File: src/rtl/simple_dp_sched.sv
// Round-robin scheduler sharing one fixed-latency NAND/NOR datapath between NUM_REQ requesters.
// Grants one request per cycle, drives the datapath, and returns each result tagged with its requester ID.
module simple_dp_sched #(
    parameter int  NUM_REQ = 4,
    parameter int  LATENCY = 3,
    parameter int  CNT_W   = 16,
    localparam int ID_W    = (NUM_REQ > 1) ? $clog2(NUM_REQ) : 1
) (
    input  logic               tau2015_clk,
    input  logic               rst_n,
    input  logic               enable,
    input  logic [NUM_REQ-1:0] req_valid,
    input  logic [NUM_REQ-1:0] req_inp1,
    input  logic [NUM_REQ-1:0] req_inp2,
    output logic [NUM_REQ-1:0] req_ready,
    output logic               dp_inp1,
    output logic               dp_inp2,
    output logic               dp_en,
    input  logic               dp_out,
    output logic               rsp_valid,
    output logic [ID_W-1:0]    rsp_id,
    output logic               rsp_out,
    output logic               busy,
    output logic [CNT_W-1:0]   issue_cnt
);

    localparam int INF_W = $clog2(LATENCY + 2);

    typedef enum logic [1:0] {IDLE, RUN, DRAIN} state_t;

    state_t            state;
    state_t            state_nxt;
    logic [ID_W-1:0]   rr_ptr;
    logic [ID_W-1:0]   grant_id;
    logic              grant_found;
    logic              xfer;
    logic [INF_W-1:0]  inflight;
    logic [INF_W-1:0]  inflight_nxt;
    logic [LATENCY-1:0] tag_vld_p;
    logic [ID_W-1:0]   tag_id_p [LATENCY];

    function automatic logic [ID_W-1:0] ptr_wrap(input int idx);
        return ID_W'(idx % NUM_REQ);
    endfunction

    // Grant search starts at rr_ptr and wraps; nothing is granted while draining or in reset.
    always_comb begin
        grant_found = 1'b0;
        grant_id    = '0;
        if (rst_n && enable && (state != DRAIN)) begin
            for (int k = 0; k < NUM_REQ; k++) begin
                if (!grant_found && req_valid[ptr_wrap(int'(rr_ptr) + k)]) begin
                    grant_found = 1'b1;
                    grant_id    = ptr_wrap(int'(rr_ptr) + k);
                end
            end
        end
    end

    assign req_ready    = grant_found ? (NUM_REQ'(1) << grant_id) : '0;
    assign xfer         = grant_found;
    assign inflight_nxt = inflight + INF_W'(xfer) - INF_W'(rsp_valid);

    always_comb begin
        state_nxt = state;
        case (state)
            IDLE: begin
                if (enable && (|req_valid))
                    state_nxt = RUN;
            end
            RUN: begin
                if (!enable || !(|req_valid)) begin
                    if (inflight_nxt == '0)
                        state_nxt = IDLE;
                    else if (!enable)
                        state_nxt = DRAIN;
                end
            end
            DRAIN: begin
                if (inflight_nxt == '0)
                    state_nxt = IDLE;
            end
            default: state_nxt = IDLE;
        endcase
    end

    always_ff @(posedge tau2015_clk or negedge rst_n) begin
        if (!rst_n) begin
            state <= IDLE;
            busy  <= 1'b0;
        end else begin
            state <= state_nxt;
            busy  <= (state_nxt != IDLE) || (inflight_nxt != '0);
        end
    end

    // Issue stage: operands and enable presented to the datapath the cycle after the handshake.
    always_ff @(posedge tau2015_clk or negedge rst_n) begin
        if (!rst_n) begin
            dp_en     <= 1'b0;
            dp_inp1   <= 1'b0;
            dp_inp2   <= 1'b0;
            rr_ptr    <= '0;
            issue_cnt <= '0;
            inflight  <= '0;
        end else begin
            dp_en    <= xfer;
            dp_inp1  <= xfer & req_inp1[grant_id];
            dp_inp2  <= xfer & req_inp2[grant_id];
            inflight <= inflight_nxt;
            if (xfer) begin
                rr_ptr    <= ptr_wrap(int'(grant_id) + 1);
                issue_cnt <= issue_cnt + 1'b1;
            end
        end
    end

    // Tag pipeline: stage 0 lines up with dp_en, the last stage with the cycle dp_out is valid.
    always_ff @(posedge tau2015_clk or negedge rst_n) begin
        if (!rst_n) begin
            tag_vld_p <= '0;
        end else begin
            tag_vld_p[0] <= xfer;
            for (int i = 1; i < LATENCY; i++)
                tag_vld_p[i] <= tag_vld_p[i-1];
        end
    end

    always_ff @(posedge tau2015_clk) begin
        tag_id_p[0] <= grant_id;
        for (int i = 1; i < LATENCY; i++)
            tag_id_p[i] <= tag_id_p[i-1];
    end

    // Response stage: capture dp_out alongside the matching tag.
    always_ff @(posedge tau2015_clk or negedge rst_n) begin
        if (!rst_n) begin
            rsp_valid <= 1'b0;
            rsp_id    <= '0;
            rsp_out   <= 1'b0;
        end else begin
            rsp_valid <= tag_vld_p[LATENCY-1];
            rsp_id    <= tag_vld_p[LATENCY-1] ? tag_id_p[LATENCY-1] : '0;
            rsp_out   <= tag_vld_p[LATENCY-1] & dp_out;
        end
    end

endmodule

File: config.mk
export PLATFORM = sky130hd
export DESIGN_NAME = simple_dp_sched
export DESIGN_NICKNAME = d
export VERILOG_FILES = /design/src/rtl/simple_dp_sched.sv
export SDC_FILE = /design/constraint.sdc
export NUM_CORES = 1
export LEC_CHECK = 0
export CORE_MARGIN = 2
export CORE_UTILIZATION = 50
export CTS_BUF_LIST = sky130_fd_sc_hd__clkbuf_4 sky130_fd_sc_hd__clkbuf_8
export CTS_CLUSTER_SIZE = 8
export DETAILED_ROUTE_END_ITERATION = 8
export GPL_TIMING_DRIVEN = 0
export PLACE_DENSITY = 0.88
export SETUP_SLACK_MARGIN = 0.1
export SYNTH_ARGS = -nofsm -noshare
export SYNTH_HDL_FRONTEND = slang
export SYNTH_SLANG_ARGS = --single-unit
File: constraint.sdc
create_clock -name tau2015_clk -period 5.6 [get_ports tau2015_clk]
set_input_delay 1.12 -clock tau2015_clk [delete_from_list [all_inputs] [get_ports tau2015_clk]]
set_output_delay 1.12 -clock tau2015_clk [all_outputs]
set_load 0.02 [all_outputs]
==> metrics.md <==
| Metric | Value |
|---|---|
| Post-CTS Repair Setup Buffers | `0` |
| Initial antenna violation count | `0` |
| Hold buffer count at cts | `0` |
| CP Launch Type | `input pin` |
| Adder-Cell Fraction of Synth Area | `6.27%` |
| Final Setup Violations | `0` |
| Total GRT Usage | `18.9%` |
| Post-Synthesis Cells | `143` |
| Cell Rows | `21` |
| Area Growth Syn to Fin | `33.2%` |
| FF+latch count, synth | `39` |
| Worst-Margin Slew | `between 0.7 and 0.8 ns` |
| Int Power | `about 580 uW` |
| Synth Area in Compound Gates | `4.52%` |
| Routed vias/inst | `5.24` |
| Distinct cells, synth | `36` |
| Final period util | `between 80% and 90%` |
| Largest net degree at the start of global routing | `36` |
| CTS sink count | `39` |
| Async S/R FF share, synth | `84.6%` |
| # port buffers | `43` |
| Most common flop cell mapped by yosys | `dfrtp_1` |
| Net Count, Synth | `around 170` |
| Critical-path maximum fanout | `35` |
| Switch Pwr | `280 uW` |
| Relative slew margins | `48.9%` |
| HP Class | `reg2reg` |
| Synth Cell Area | `between 1500 and 2000 um^2` |
| Tightest hold margin | `0.333 ns` |
| Dpl hpwl | `roughly 2500 um` |
| Worst setup EP type | `output port` |
| EDFF count, synth | `0` |
| Core Footprint | `roughly 3300 um^2` |
| Die area | `around 3900 um^2` |
| FILL cells | `between 200 and 300` |
| Arr. time, crit path | `3.59 ns` |
| Global-route wire length before repair | `roughly 5600 um` |
| Synth area leader | `dfrtp_1` |
| Total vias in the final route | `1258` |
| Fin util | `roughly 70%` |
| Final RePlAce weighted congestion | `0.742` |
| Layout cells sized above 1 | `11.9%` |
| CTS tree | `yes` |
| Worst-path clk slew | `about 0.11 ns` |
| Flop pwr share | `between 40 and 50%` |
| Top-area cell type share of the netlist area | `48.1%` |
| Sequential cell area fraction in the yosys report | `between 50% and 60%` |
| CTS Buf Count | `5` |
| Worst-Skew Late Latency | `roughly 0.34 ns` |
| Top Ports | `44` |
| Simple-gate share of the synthesized area | `20.9%` |
| Clk buf depth | `2` |
| Clock power share | `between 20% and 30%` |
| DRT Wirelength | `approximately 3300 um` |
| Wire per inst | `~14 um` |
| Outcome | `finished clean` |
| Critical setup path kind | `in2out` |
| Number of global-route vias before repair | `around 1300` |
| Overflow after GRT | `0` |
| Clk root buf | `clkbuf_4` |
| ANT cells | `0` |
| Post-route ant nets | `0` |
| Residual DRC | `0` |
| Worst vdd ir | `between 0.1 and 0.15 mV` |
| PostCTS Resize Cnt | `0` |
| Leakage | `between 1 and 1.5 nW` |
| Die height | `62.6 um` |
| Mux share of post-synthesis cell area | `2.48%` |
| MaxCap Viol Count | `0` |
| Yosys warns | `0` |
| Minimum clock period | `between 4 and 5 ns` |
| Logic pwr share | `about a third` |
| Fmax | `between 0.2 and 0.25 GHz` |
| Die extent in x | `between 60 and 70 um` |
| Final Skew | `0.0138 ns` |
| Worst path required time | `between 4 and 5 ns` |
| Max Slew Vio Count | `0` |
| Iter 0 DRT Violations | `49` |
| Syn Area/Cell | `roughly 12 um^2` |
| Fin nets | `between 200 and 250` |
| Hold Fails Final Rpt | `0` |
| Synth Area in XOR/XNOR | `a little under 9%` |
| Largest family of logic cells by synthesized area | `simple AND/OR/NAND/NOR gates` |
| Largest cells by area after synthesis | `dfrtp_1, dfxtp_1, xnor2_1` |
| Sw Share | `32.7%` |
| RSZ-0062 raised after global routing | `false` |
| H-tree depth | `2` |
| Power per cell area | `375 nW/um^2` |
| Initial DRT Pass Iterations | `4` |
| Initial Util | `between 50% and 60%` |
==> cell usage after synthesis, types with 2 or more instances <==
| master | n |
|---|---|
| and3_4 | 2 |
| xor2_1 | 4 |
| and2_1 | 7 |
| nor2_1 | 9 |
| mux2_2 | 2 |
| dfxtp_1 | 6 |
| a21oi_1 | 5 |
| nand4_1 | 5 |
| and4_1 | 2 |
| dfrtp_1 | 33 |
| inv_1 | 5 |
| and3_1 | 2 |
| nand2_1 | 11 |
| xnor2_1 | 13 |
| o32ai_1 | 2 |
| nor4_1 | 2 |
| ha_1 | 7 |
| nand3_1 | 2 |
| nand2b_1 | 6 |
| mux2i_1 | 2 |
==> final cells by class <==
class	instances	area (um^2)	share of cell area, %
inverters	6	22.5	0.986
well taps	46	57.6	2.52
flip-flops and latches	39	946	41.4
clock inverters	2	35.0	1.53
plain buffers	1	11.3	0.493
repair buffers	43	425	18.6
multi-input cells	97	736	32.2
clock buffers	6	51.3	2.25
==> state kept, by name, indices dropped and copies added (netlist names), 2 cells and up <==
signal,cells
rsp_id,2
issue_cnt,16
state,2
rr_ptr,2
inflight,3
tag_id_p,6
tag_vld_p,3
==> through the flow <==
| step | setup WS (ns) | instances | cell area, um^2 | total power, mW | setup TNS (ns) |
|---|---|---|---|---|---|
| 4_1_cts | 0.830 | 240 | 2280 | 0.862 | 0 |
| 3_3_place_gp | -0.132 | 232 | 2200 | 0.646 | -0.387 |
| 2_1_floorplan | 2.12 | 143 | 1720 | 0.555 | 0 |
| 5_1_grt | 0.568 | 240 | 2280 | 0.910 | 0 |
| 6_report | 0.891 | 240 | 2280 | 0.856 | 0 |
| 3_5_place_dp | 0.821 | 232 | 2200 | 0.667 | 0 |
==> worst max-delay path, cell delays in order <==
cell             delay [ns]
buf_2                  0.59
nand2_1                0.25
nor3b_4                0.40
buf_6                  0.21
nand2_2                0.08
inv_2                  0.09
ha_1                   0.14
and2_1                 0.11
clkdlybuf4s50_1        0.59
==> final timing paths <==
| kind | slack, ns | from | endpoint | depth (start not counted) |
|---|---|---|---|---|
| max | 0.89 | rst_n | req_ready[1] | 9 |
| min | 0.33 | tag_id_p[0][3] | tag_id_p[0][5] | 0 |
| min in group asynchronous | 0.84 | rst_n | rsp_id[1] | 1 |
| min reg2reg | 0.33 | tag_id_p[0][3] | tag_id_p[0][5] | 0 |
| max in group asynchronous | 4.27 | rst_n | issue_cnt[14] | 1 |
| max reg2reg | 3.06 | state[0] | state[0] | 10 |
==> routing by layer <==
layer	vias up	wire length [um]	GRT usage (%)
li1	593	-	-
met1	610	1360	21.5
met2	47	1700	33.3
met3	8	187	5.23
met4	0	79	7.78
met5	-	0	0
==> cell families (layout without fill, tap and decap cells) <==
kind of cell | after synthesis | in the layout
AOI/OAI and AO/OA | 11 | 11
xor gates and xnor gates | 17 | 17
adders and majority gates | 8 | 8
buffers and inverters | 7 | 58
DFF | 39 | 39
muxes | 4 | 4
and+or+nand+nor | 57 | 57
==> power groups by stage <==
stage	logic [mW]	registers (mW)	clock network (mW)
6_report	0.281	0.381	0.194
3_5_place_dp	0.282	0.385	0
5_1_grt	0.309	0.388	0.213
2_1_floorplan	0.149	0.406	0
4_1_cts	0.282	0.380	0.200
3_3_place_gp	0.264	0.381	0
==> placed cells by master, fill, tap and decap left out, types with 2 or more instances in the layout <==
| cell | synthesis | final |
|---|---|---|
| clkdlybuf4s50_1 | 0 | 42 |
| dfrtp_1 | 33 | 33 |
| xnor2_1 | 13 | 13 |
| nand2_1 | 11 | 11 |
| nor2_1 | 9 | 9 |
| and2_1 | 7 | 7 |
| ha_1 | 7 | 7 |
| nand2b_1 | 6 | 6 |
| dfxtp_1 | 6 | 6 |
| inv_1 | 5 | 5 |
| a21oi_1 | 5 | 5 |
| nand4_1 | 5 | 5 |
| clkbuf_4 | 0 | 5 |
| xor2_1 | 4 | 4 |
| nor4_1 | 2 | 2 |
| mux2i_1 | 2 | 2 |
| o32ai_1 | 2 | 2 |
| and4_1 | 2 | 2 |
| and3_4 | 2 | 2 |
| nand3_1 | 2 | 2 |
| and3_1 | 2 | 2 |
| mux2_2 | 2 | 2 |
Note: power is estimated with default switching activity, not from simulation.
